[config.mk]
export PLATFORM = sky130hd
export DESIGN_NAME = rf_port_arbiter
export DESIGN_NICKNAME = d
export VERILOG_FILES = /design/src/rtl/rf_arb_pkg.sv /design/src/rtl/rr_arb2.sv /design/src/rtl/rf_port_arbiter.sv
export SDC_FILE = /design/constraint.sdc
export NUM_CORES = 1
export LEC_CHECK = 0
export ABC_CLOCK_PERIOD_IN_PS = 5650
export CAP_MARGIN = 30
export CORE_MARGIN = 2
export CORE_UTILIZATION = 34
export CTS_CLUSTER_DIAMETER = 150
export CTS_CLUSTER_SIZE = 10
export DETAILED_ROUTE_END_ITERATION = 6
export PLACE_DENSITY = 0.92
export SLEW_MARGIN = 20
export SYNTH_ARGS = -nofsm -noshare
export SYNTH_HDL_FRONTEND = slang
export SYNTH_SLANG_ARGS = --single-unit
export TNS_END_PERCENT = 50
[constraint.sdc]
create_clock -name clk -period 5.65 [get_ports clk]
set_input_delay 1.4125 -clock clk [delete_from_list [all_inputs] [get_ports clk]]
set_output_delay 1.4125 -clock clk [all_outputs]
set_load 0.05 [all_outputs]
[src/rtl/rf_arb_pkg.sv]
// Shared constants for the two-port register-file arbiter.
// RW op codes ({RD,WR}) and the arbiter FSM state encoding.
package rf_arb_pkg;

  localparam logic [1:0] RW_NOP  = 2'b00;
  localparam logic [1:0] RW_WR   = 2'b01;
  localparam logic [1:0] RW_RD   = 2'b10;
  localparam logic [1:0] RW_RDWR = 2'b11;

  typedef enum logic {
    CLEAR = 1'b0,
    RUN   = 1'b1
  } state_t;

endpackage

[src/rtl/rr_arb2.sv]
// Two-requester round-robin arbiter, combinational one-hot grant.
// Ports: clk, rst (sync, active-low), en, req[1:0] -> gnt[1:0].
module rr_arb2 (
  input  logic       clk,
  input  logic       rst,
  input  logic       en,
  input  logic [1:0] req,
  output logic [1:0] gnt
);

  // index of the most recently granted requester
  logic last;

  always_comb begin
    gnt = 2'b00;
    if (en) begin
      if (&req) gnt = last ? 2'b01 : 2'b10;
      else      gnt = req;
    end
  end

  always_ff @(posedge clk) begin
    if (!rst)      last <= 1'b1;
    else if (|gnt) last <= gnt[1];
  end

endmodule

[src/rtl/rf_port_arbiter.sv]
// Arbitrates two requesters onto one register-file port, clears
// the file after reset and returns registered read responses.
// Ports: clk, rst (sync, active-low), req/rw_in/da_in/aa_in/ba_in/
// d_in from requesters, gnt, rf_* drive, rf_a/rf_b read data,
// rsp_valid/rsp_id/rsp_a/rsp_b response, ready.
// Option: RF_ARB_BYPASS_EN forwards write data on read+write hits.
module rf_port_arbiter
  import rf_arb_pkg::*;
#(
  parameter int DW = 16,
  parameter int AW = 4
) (
  input  logic            clk,
  input  logic            rst,
  input  logic [1:0]      req,
  input  logic [3:0]      rw_in,
  input  logic [2*AW-1:0] da_in,
  input  logic [2*AW-1:0] aa_in,
  input  logic [2*AW-1:0] ba_in,
  input  logic [2*DW-1:0] d_in,
  output logic [1:0]      gnt,
  output logic [DW-1:0]   rf_d,
  output logic [AW-1:0]   rf_da,
  output logic [AW-1:0]   rf_aa,
  output logic [AW-1:0]   rf_ba,
  output logic [1:0]      rf_rw,
  output logic            rf_en,
  output logic            rf_rst,
  input  logic [DW-1:0]   rf_a,
  input  logic [DW-1:0]   rf_b,
  output logic            rsp_valid,
  output logic            rsp_id,
  output logic [DW-1:0]   rsp_a,
  output logic [DW-1:0]   rsp_b,
  output logic            ready
);

  state_t state;
  logic run, clr, sel, any, rd_go;
  logic [1:0]    rw_g;
  logic [DW-1:0] d_g;
  logic [AW-1:0] da_g, aa_g, ba_g;
  logic          v_q, id_q;
  logic [DW-1:0] a_q, b_q;

  // rst gates everything so nothing reaches the file while low
  assign run = rst & (state == RUN);
  assign clr = rst & (state == CLEAR);

  rr_arb2 u_arb (
    .clk (clk),
    .rst (rst),
    .en  (run),
    .req (req),
    .gnt (gnt)
  );

  assign sel  = gnt[1];
  assign any  = |gnt;
  assign rw_g = sel ? rw_in[3:2] : rw_in[1:0];
  assign d_g  = sel ? d_in[2*DW-1:DW] : d_in[DW-1:0];
  assign da_g = sel ? da_in[2*AW-1:AW] : da_in[AW-1:0];
  assign aa_g = sel ? aa_in[2*AW-1:AW] : aa_in[AW-1:0];
  assign ba_g = sel ? ba_in[2*AW-1:AW] : ba_in[AW-1:0];

  assign rd_go = any & ((rw_g == RW_RD) | (rw_g == RW_RDWR));

  assign rf_en  = clr | any;
  assign rf_rst = clr;
  assign rf_rw  = any ? rw_g : RW_NOP;
  assign rf_d   = d_g;
  assign rf_da  = da_g;
  assign rf_aa  = aa_g;
  assign rf_ba  = ba_g;

  always_ff @(posedge clk) begin
    if (!rst) begin
      state <= CLEAR;
      ready <= 1'b0;
    end else begin
      unique case (state)
        CLEAR: begin
          state <= RUN;
          ready <= 1'b1;
        end
        RUN: state <= RUN;
        default: state <= CLEAR;
      endcase
    end
  end

  always_ff @(posedge clk) begin
    if (!rst) begin
      v_q  <= 1'b0;
      id_q <= 1'b0;
      a_q  <= '0;
      b_q  <= '0;
    end else begin
      v_q <= rd_go;
      if (rd_go) begin
        id_q <= sel;
        a_q  <= rf_a;
        b_q  <= rf_b;
      end
    end
  end

  // a reset arriving in the response cycle suppresses it
  assign rsp_valid = v_q & rst;
  assign rsp_id    = id_q;

`ifdef RF_ARB_BYPASS_EN
  logic [DW-1:0] d_q;
  logic [AW-1:0] da_q;
  logic          ma_q, mb_q;

  always_ff @(posedge clk) begin
    if (!rst) begin
      d_q  <= '0;
      da_q <= '0;
      ma_q <= 1'b0;
      mb_q <= 1'b0;
    end else if (rd_go) begin
      d_q  <= d_g;
      da_q <= da_g;
      ma_q <= (rw_g == RW_RDWR) & (aa_g == da_g);
      mb_q <= (rw_g == RW_RDWR) & (ba_g == da_g);
    end
  end

  assign rsp_a = ma_q ? d_q : a_q;
  assign rsp_b = mb_q ? d_q : b_q;
`else
  assign rsp_a = a_q;
  assign rsp_b = b_q;
`endif

endmodule

### Word-level counts from Yosys, hierarchy flattened

Index checks and enable logic that the tools add are counted.

| storage, ports and cells | value |
|---|---|
| register bits after elaboration | 37 |

| operators by class | value |
|---|---|
| equal/unequal tests | 2 |
| muxes and demuxes | 10 |
| bitwise logic cells | 7 |
| reductions and logical operators | 2 |

Operator list:

| cell | number |
|---|---|
| two-way mux 16 bit | 1 |
| two-way mux 4 bit | 3 |
| two-way mux 2 bit | 5 |
| AND 1 bit | 4 |
| equality test 2 bit (second input constant) | 2 |
| OR 1 bit | 2 |
| AND reduction 2 bit | 1 |
| OR reduction 2 bit | 1 |
| two-way mux 1 bit | 1 |
| NOT 1 bit | 1 |

### Depth between registers and ports, before layout

Gate-level depths: netlist (run 1).

| logic depth | value |
|---|---|
| word-level depth | 7 |
| mapped depth | 7 |

### Hierarchy

Synthesis (run 1) repeated with hierarchy kept, for this count alone.

| second synthesis, totals | value |
|---|---|
| cells, all modules | 200 |
| area total of the unflattened synthesis | 1854.3 sq um |

By module, submodules not included:

| module | times used | cells an instance | area an instance (sq um) |
|---|---|---|---|
| rf_port_arbiter | 1 | 192 | 1798.0 |
| rr_arb2 | 1 | 8 | 56.3 |

### Least setup slack after synthesis (run 1)

OpenSTA, ideal clock, no wires.

| path | value |
|---|---|
| path type | input-to-output |
| start point | in rst |
| end point | out rf_en |
| arrival time | 3.100 ns |
| required time | 4.238 ns |
| slack | 1.137 ns |
| stages on the path | 3 |
| path buffers | 2 |
| cells stage by stage | clkbuf_1 clkbuf_1 a21boi_0 |

| between the ends | value |
|---|---|
| longest elaborated chain between the ends | 4 |
| elaborated cells between the ends (all ways) | 5 |

RTL lines:

| item | RTL line | text |
|---|---|---|
| from (decl) | rf_port_arbiter.sv:14 | `input logic rst,` |
| AND 1 bit | rf_port_arbiter.sv:47 | `assign run = rst & (state == RUN);` |
| two-way mux 2 bit | rr_arb2.sv:16 | `if (en) begin` |
| OR reduction 2 bit | rf_port_arbiter.sv:59 | `assign any = \|gnt;` |
| OR 1 bit * | rf_port_arbiter.sv:68 | `assign rf_en = clr \| any;` |
| to (decl) | rf_port_arbiter.sv:27 | `output logic rf_en,` |

Mark *: on every way between the ends. The rest lies on a longest branch, timed or not.

### Final worst setup path (run 1)

| path | value |
|---|---|
| start point | in rst |
| end point | out rf_ba[3] |

| between the ends | value |
|---|---|
| longest elaborated chain between the ends | 3 |

RTL lines:

| item | RTL line | text |
|---|---|---|
| AND 1 bit | rf_port_arbiter.sv:47 |  |
| two-way mux 2 bit | rr_arb2.sv:16 |  |
| two-way mux 4 bit | rf_port_arbiter.sv:64 | `assign ba_g = sel ? ba_in[2*AW-1:AW] : ba_in[AW-1:0];` |
| to (decl) | rf_port_arbiter.sv:25 | `output logic [AW-1:0] rf_ba,` |

No other way between the ends.

==> summary.md, run 1 <==
| Metric | Value |
|---|---|
| Status | `complete, no violations` |
| Register area share after synthesis | `0.392` |
| Family with the most delay on the worst path | `buffers and inverters` |
| Core ar. | `0.00544 mm^2` |
| Syn Inst Count | `264` |
| Synth Area in XOR/XNOR | `0` |
| Detailed Place HPWL | `5630 um` |
| CTS tree | `built` |
| Post-Route WL | `7350 um` |
| Worst Max-Slew Pin Slew | `535 ps` |
| Tcrit/Tclk final | `0.824` |
| Asr flop ratio synth | `0` |
| Worst setup slack after layout | `995 ps` |
| Top cells by area, synth | `dfxtp_1, nand2_1, o21ai_2` |
| Root Buffer Master | `clkbuf_8` |
| CTS resizes | `0` |
| Tot Pwr | `0.000858 W` |
| Arr. time, crit path | `3240 ps` |
| Nets@finish | `515` |
| Final std cells w/o fill | `492` |
| Clock Path Buffers | `2` |
| Slew headroom | `0.642` |
| Die X-Extent | `78.6 um` |
| N_diodes | `0` |
| Worst-skew pair later-pin latency | `280 ps` |
| Total GRT Usage | `0.233` |
| Compound-gate portion of the synthesized area | `0.184` |
| Final TNS setup | `0 ps` |
| Initial Util | `0.348` |
| Synth Net Count | `360` |
| IO Port Bufs | `164` |
| Overflow after GRT | `0` |
| Adder-Cell Fraction of Synth Area | `0` |
| Mean post-synth cell area | `7.17 um^2` |
| Vias in the first global route | `2,373` |
| Number of setup buffers added after CTS | `0` |
| Critical path's most frequent cell | `nand2_1` |
| Final Setup Violations | `0` |
| Hold buffers post-CTS | `0` |
| Final Max Tran Viols | `0` |
| Post-synth EDFFs | `0` |
| Worst Hold Launch | `rsp_b[12]` |
| Share of post-route cells with drive strength above 1 | `0.179` |
| Post-Route Skew | `4.15 ps` |
| Pwr dens | `217 mW/mm^2` |
| Die area | `0.00618 mm^2` |
| Worst Hold Depth | `2` |
| Worst path max stage delay | `650 ps` |
| Filler cell count | `407` |
| Max stage delay cell, worst path | `clkdlybuf4s50_1` |
| CTS buffer count | `5` |
| Post-place setup slack | `996 ps` |
| Synthesized flop and latch total | `37` |
| Predominant post-synthesis flop cell | `dfxtp_1` |
| Reported max-cap violation count | `0` |
| H-tree depth | `2` |
| Routed WL per cell | `14.9 um` |
| Placed insts | `484` |
| Vias/cell | `4.85` |
| Static leakage | `1.64 nW` |
| R2r startpoint | `u_arb.last` |
| Count leader, synth | `nand2_1` |
| Kind of critical path | `in2out` |
| Worst Path Required | `4240 ps` |
| # DRC | `0` |
| Worst reg-to-reg path cell count | `6` |
| Reg-to-reg endpoint | `rsp_b[12]` |
| Crit end category | `output pin` |
| Drt first pass iters | `4` |
| Yosys cell types | `28` |
| CTS Sinks | `37` |
| Starting DRT DRC Count | `110` |
| Yosys warnings | `0` |
| HP Class | `reg2reg` |
| IO Count | `165` |
| Gpl congestion | `0.862` |
| Buf/Inv on CP | `4` |
| Leading area contributor after synthesis | `dfxtp_1` |
| Critical-path cell list | `clkdlybuf4s50_1, buf_4, nand3_1, inv_2, nand2_1, nand2_1, buf_12` |
| VDD IR max | `201 uV` |
| Max FO, Critical Path | `30` |
| Post-synthesis mux area share | `0` |
| Global-route wire length before repair | `11,500 um` |
| Via count | `2,388` |
| Max Clk Rate | `215 MHz` |
| Area growth from synthesis to layout | `109%` |
| Fin crit period | `4650 ps` |
| Initial antenna violation count | `0` |
| Worst Hold Path EP | `rsp_b[12]` |
| Site Rows | `27` |
| Reg clk slew, reported paths | `70 ps` |
| Largest family of logic cells by synthesized area | `simple AND/OR/NAND/NOR gates` |
| FF-to-FF setup slack | `3600 ps` |
| RSZ-0062 raised after global routing | `no` |
| Share of the synthesized area in the top cell type | `0.392` |
| Critical path launch point type | `input pin` |
| Mapped Area | `0.00189 mm^2` |
| Count of antenna-violating nets left after detailed routing | `0` |
| Die span in y | `78.6 um` |
| Synth Area in Simple Gates | `0.352` |
| Synth top cells by count | `nand2_1, dfxtp_1, nand3_1` |
| Largest net degree at the start of global routing | `37` |
| Final hold violations | `0` |
-- worst register-to-register path, delay by kind of cell (launching register included) --
family,cells,cell delay [ps]
flops,1,390
buf+inv,2,790
simple gates,2,430
compound gates,2,310
-- layout make-up --
cell class                 count  area [um^2]  share of cell area
timing repair buffer         170         1990               0.502
inverter                       3         11.3             0.00284
clock inverter                 1         30.0             0.00759
sequential                    37          741               0.187
clock buffer                   7         86.3              0.0218
multi-input combinational    202         1010               0.256
tap                           72         90.1              0.0228
-- stage by stage --
| stage | utilization | hold WS (ps) | instance area [um^2] |
|---|---|---|---|
| finish | 0.728 | 457 | 3960 |
| global route | 0.728 | 475 | 3960 |
| CTS | 0.728 | 460 | 3960 |
| detailed placement | 0.706 | 450 | 3840 |
| global placement | 0.706 | 440 | 3840 |
| floorplan | - | 525 | 1890 |
-- power breakdown --
part	leakage, nW	switching [W]	internal [W]
Combinational	1.28	0.000183	0.000159
Clock	0.0585	0.0000890	0.000144
Sequential	0.303	0.00000782	0.000275
-- sequential cells by signal, summed over array words and instances (netlist names) --
| register | flops |
|---|---|
| rsp_a | 16 |
| ready | 1 |
| rsp_id | 1 |
| u_arb.last | 1 |
| rsp_b | 16 |
| state | 1 |
| v_q | 1 |
-- worst max-delay path by stage --
stage                     cells past startpoint  from  slack (ps)  endpoint
after detailed placement                      7   rst        1000  rf_ba[3]
after global routing                          7   rst         810  rf_d[12]
after CTS                                     7   rst         990  rf_ba[3]
after floorplan                               3   rst        1140     rf_en
after global placement                        7   rst        1050  rf_d[11]
final                                         7   rst        1000  rf_ba[3]
-- cell families (layout without fill, tap and decap cells) --
group / count (synthesis) / after routing
AO/OA/AOI/OAI: 42 / 42
buffers and inverters: 25 / 181
flip-flops: 37 / 37
AND/OR/NAND/NOR: 160 / 160
-- routing by layer --
metal	track usage	vias to the layer above	routed length [um]
met5	0	-	0
met4	0.0684	0	144
met3	0.0678	14	705
met2	0.427	121	3800
met1	0.259	1077	2700
li1	-	1176	-
-- cells in the final DEF (no fill, tap or decap), types with 3 or more instances in the layout --
master,instances
clkdlybuf4s50_1,134
nand2_1,117
dfxtp_1,37
nand3_1,34
buf_12,30
o21ai_2,29
clkbuf_8,6
buf_4,6
o21ai_1,3
Power figures use the tool's default switching activity.
==> run 2: changes to the inputs <==
--- a/config.mk
+++ b/config.mk
@@ -5,14 +5,14 @@
 export SDC_FILE = /design/constraint.sdc
 export NUM_CORES = 1
 export LEC_CHECK = 0
-export ABC_CLOCK_PERIOD_IN_PS = 5650
+export ABC_CLOCK_PERIOD_IN_PS = 4300
 export CAP_MARGIN = 30
 export CORE_MARGIN = 2
-export CORE_UTILIZATION = 34
+export CORE_UTILIZATION = 32
 export CTS_CLUSTER_DIAMETER = 150
 export CTS_CLUSTER_SIZE = 10
 export DETAILED_ROUTE_END_ITERATION = 6
-export PLACE_DENSITY = 0.92
+export PLACE_DENSITY = 0.88
 export SLEW_MARGIN = 20
 export SYNTH_ARGS = -nofsm -noshare
 export SYNTH_HDL_FRONTEND = slang
==> constraint.sdc (replaced) <==
create_clock -name clk -period 4.3 [get_ports clk]
set_input_delay 1.075 -clock clk [delete_from_list [all_inputs] [get_ports clk]]
set_output_delay 1.075 -clock clk [all_outputs]
set_load 0.05 [all_outputs]
==> summary.md, run 2 (synthesized netlist as in run 1, its figures left out) <==
| Metric | Value |
|---|---|
| Share of post-route cells with drive strength above 1 | `0.193 (was 0.179)` |
| Crit end category | `output pin (unchanged)` |
| Fin crit period | `3920 ps` |
| IO Port Bufs | `164 (unchanged)` |
| Drt first pass iters | `4 (unchanged)` |
| Crit path launch | `req[1] (was rst)` |
| Gate power share | `0.418 (was 0.399)` |
| N_diodes | `0 (unchanged)` |
| Reg-to-reg endpoint | `rsp_b[12] (unchanged)` |
| Gpl congestion | `0.832 (was 0.862)` |
| R2r startpoint | `state (was u_arb.last)` |
| RSZ-0062 raised after global routing | `no (unchanged)` |
| CTS resizes | `0 (unchanged)` |
| Clock power frac | `0.240 (was 0.271)` |
| Nets@finish | `515 (unchanged)` |
| Routed WL per cell | `15.1 um (was 14.9 um)` |
| Die X-Extent | `80.9 um (was 78.6 um)` |
| CTS tree | `built (unchanged)` |
| Detailed Place HPWL | `5770 um (was 5630 um)` |
| Vias/cell | `4.77 (was 4.85)` |
| Worst reg-to-reg path cell count | `5 (was 6)` |
| Kind of critical path | `in2out (unchanged)` |
| Hold buffers post-CTS | `0 (unchanged)` |
| Sequential group share of total power | `0.342 (was 0.330)` |
| Final Instance Area | `0.00400 mm^2 (was 0.00396 mm^2)` |
| Root Buffer Master | `clkbuf_8 (unchanged)` |
| Count of antenna-violating nets left after detailed routing | `0 (unchanged)` |
| Worst-skew pair later-pin latency | `280 ps (about the same)` |
| Number of setup buffers added after CTS | `0 (unchanged)` |
| Site Rows | `28 (was 27)` |
| Slew headroom | `0.622 (was 0.642)` |
| Max Clk Rate | `255 MHz` |
| Area after detailed placement | `0.00390 mm^2 (was 0.00384 mm^2)` |
| Post-Route Skew | `6.41 ps (was 4.15 ps)` |
| Max FO, Critical Path | `30 (unchanged)` |
| Initial Util | `0.325 (was 0.348)` |
| # DRC | `0 (unchanged)` |
| Pint | `0.000720 W (was 0.000578 W)` |
| Area growth from synthesis to layout | `111% (was 109%)` |
| Clock Path Buffers | `2 (unchanged)` |
| Static leakage | `1.67 nW (was 1.64 nW)` |
| Total GRT Usage | `0.222 (was 0.233)` |
| Reported max-cap violation count | `0 (unchanged)` |
| Post-Route WL | `7490 um (was 7350 um)` |
| Final Max Tran Viols | `0 (unchanged)` |
| Final Setup Violations | `0 (unchanged)` |
| Arr. time, crit path | `2840 ps (was 3240 ps)` |
| Commonest non-fill, non-tap cell in the layout | `clkdlybuf4s50_1 (unchanged)` |
| H-tree depth | `2 (unchanged)` |
| Overflow after GRT | `0 (unchanged)` |
| Via count | `2,359 (was 2,388)` |
| Final std cells w/o fill | `495 (was 492)` |
| IO Count | `165 (unchanged)` |
| Worst Max-Slew Pin Slew | `565 ps (was 535 ps)` |
| Pwr dens | `273 mW/mm^2 (was 217 mW/mm^2)` |
| Final TNS setup | `0 ps (unchanged)` |
| CTS Sinks | `37 (unchanged)` |
| Hold slack | `453 ps (was 457 ps)` |
| Global-route wire length before repair | `11,200 um (was 11,500 um)` |
| Filler cell count | `449 (was 407)` |
| Vias in the first global route | `2,245 (was 2,373)` |
| Multi-input combinational cell area | `0.00101 mm^2 (unchanged)` |
| Sw power | `0.000371 W (was 0.000280 W)` |
| Die span in y | `80.9 um (was 78.6 um)` |
| Worst Path Required | `3220 ps (was 4240 ps)` |
| Initial antenna violation count | `0 (unchanged)` |
| Final hold violations | `0 (unchanged)` |
| Reg clk slew, reported paths | `60 ps (was 70 ps)` |
| Commonest non-fill, non-tap cells in the layout | `clkdlybuf4s50_1, nand2_1, dfxtp_1 (unchanged)` |
| FF-to-FF setup slack | `2630 ps (was 3600 ps)` |
| Placed insts | `487 (was 484)` |
| Starting DRT DRC Count | `98 (was 110)` |
| Largest net degree at the start of global routing | `36 (was 37)` |
| Register Area | `741 um^2 (unchanged)` |
| Status | `complete, no violations (unchanged)` |
| CTS buffer count | `5 (unchanged)` |
| HP Class | `reg2reg (unchanged)` |
| Die area | `0.00654 mm^2 (was 0.00618 mm^2)` |
| Critical path launch point type | `input pin (unchanged)` |
| Switching portion of total power | `0.340 (was 0.326)` |
| CP endpoint | `rf_d[9] (was rf_ba[3])` |
| VDD IR max | `262 uV (was 201 uV)` |
| Tcrit/Tclk final | `0.912` |
| Core ar. | `0.00582 mm^2 (was 0.00544 mm^2)` |
[run 2: cell count changes in the layout (fill, tap and decap cells not counted), sizes merged]
| cell | previous run | this run |
|---|---|---|
| clkdlybuf4s50 | 134 | 129 |
| bufinv | 1 | 0 |
| buf | 36 | 41 |
| clkinv | 0 | 1 |
[run 2: power groups by stage]
stage	Combinational, W	Clock (W)	Sequential, W
after CTS	0.000459	0.000270	0.000373
after detailed placement	0.000457	0	0.000381
final	0.000456	0.000262	0.000373
after global placement	0.000452	0	0.000379
after global routing	0.000476	0.000289	0.000375
after floorplan	0.000154	0	0.000441
[run 2: final cells by class]
| type | instances | area share |
|---|---|---|
| well taps | 75 | 0.0235 |
| clock inverters | 1 | 0.00125 |
| multi-input cells | 202 | 0.254 |
| repair buffers | 170 | 0.510 |
| clock buffers | 7 | 0.0241 |
| inverters | 3 | 0.00282 |
| flip-flops and latches | 37 | 0.185 |
[run 2: critical path, stage by stage]
cell and delay [ps]:
clkdlybuf4s50_1 570, a21boi_1 230, nand3_1 150, inv_2 420, nand2_1 110, nand2_1 130
buf_12 150
[run 2: worst min path at each step]
stage	startpoint	end	slack, ps	cells past startpoint
after floorplan	u_arb.last	u_arb.last	520	2
after global placement	rsp_b[11]	rsp_b[11]	440	2
after detailed placement	rsp_b[10]	rsp_b[10]	450	2
after CTS	rsp_b[10]	rsp_b[10]	460	2
after global routing	rsp_b[10]	rsp_b[10]	470	2
final	rsp_b[10]	rsp_b[10]	450	2
[run 2: metal layers]
metal  part of all wire  global-route usage
met2               0.52               0.407
met5                  0                   0
met1               0.35               0.234
met4              0.017              0.0661
met3               0.12              0.0878
[run 2: per-stage QoR]
stage	total power (W)	util	setup slack [ps]
finish	0.00109	0.687	380
CTS	0.00110	0.687	368
global route	0.00114	0.687	206
global placement	0.000831	0.670	469
detailed placement	0.000838	0.670	380
floorplan	0.000595	-	462
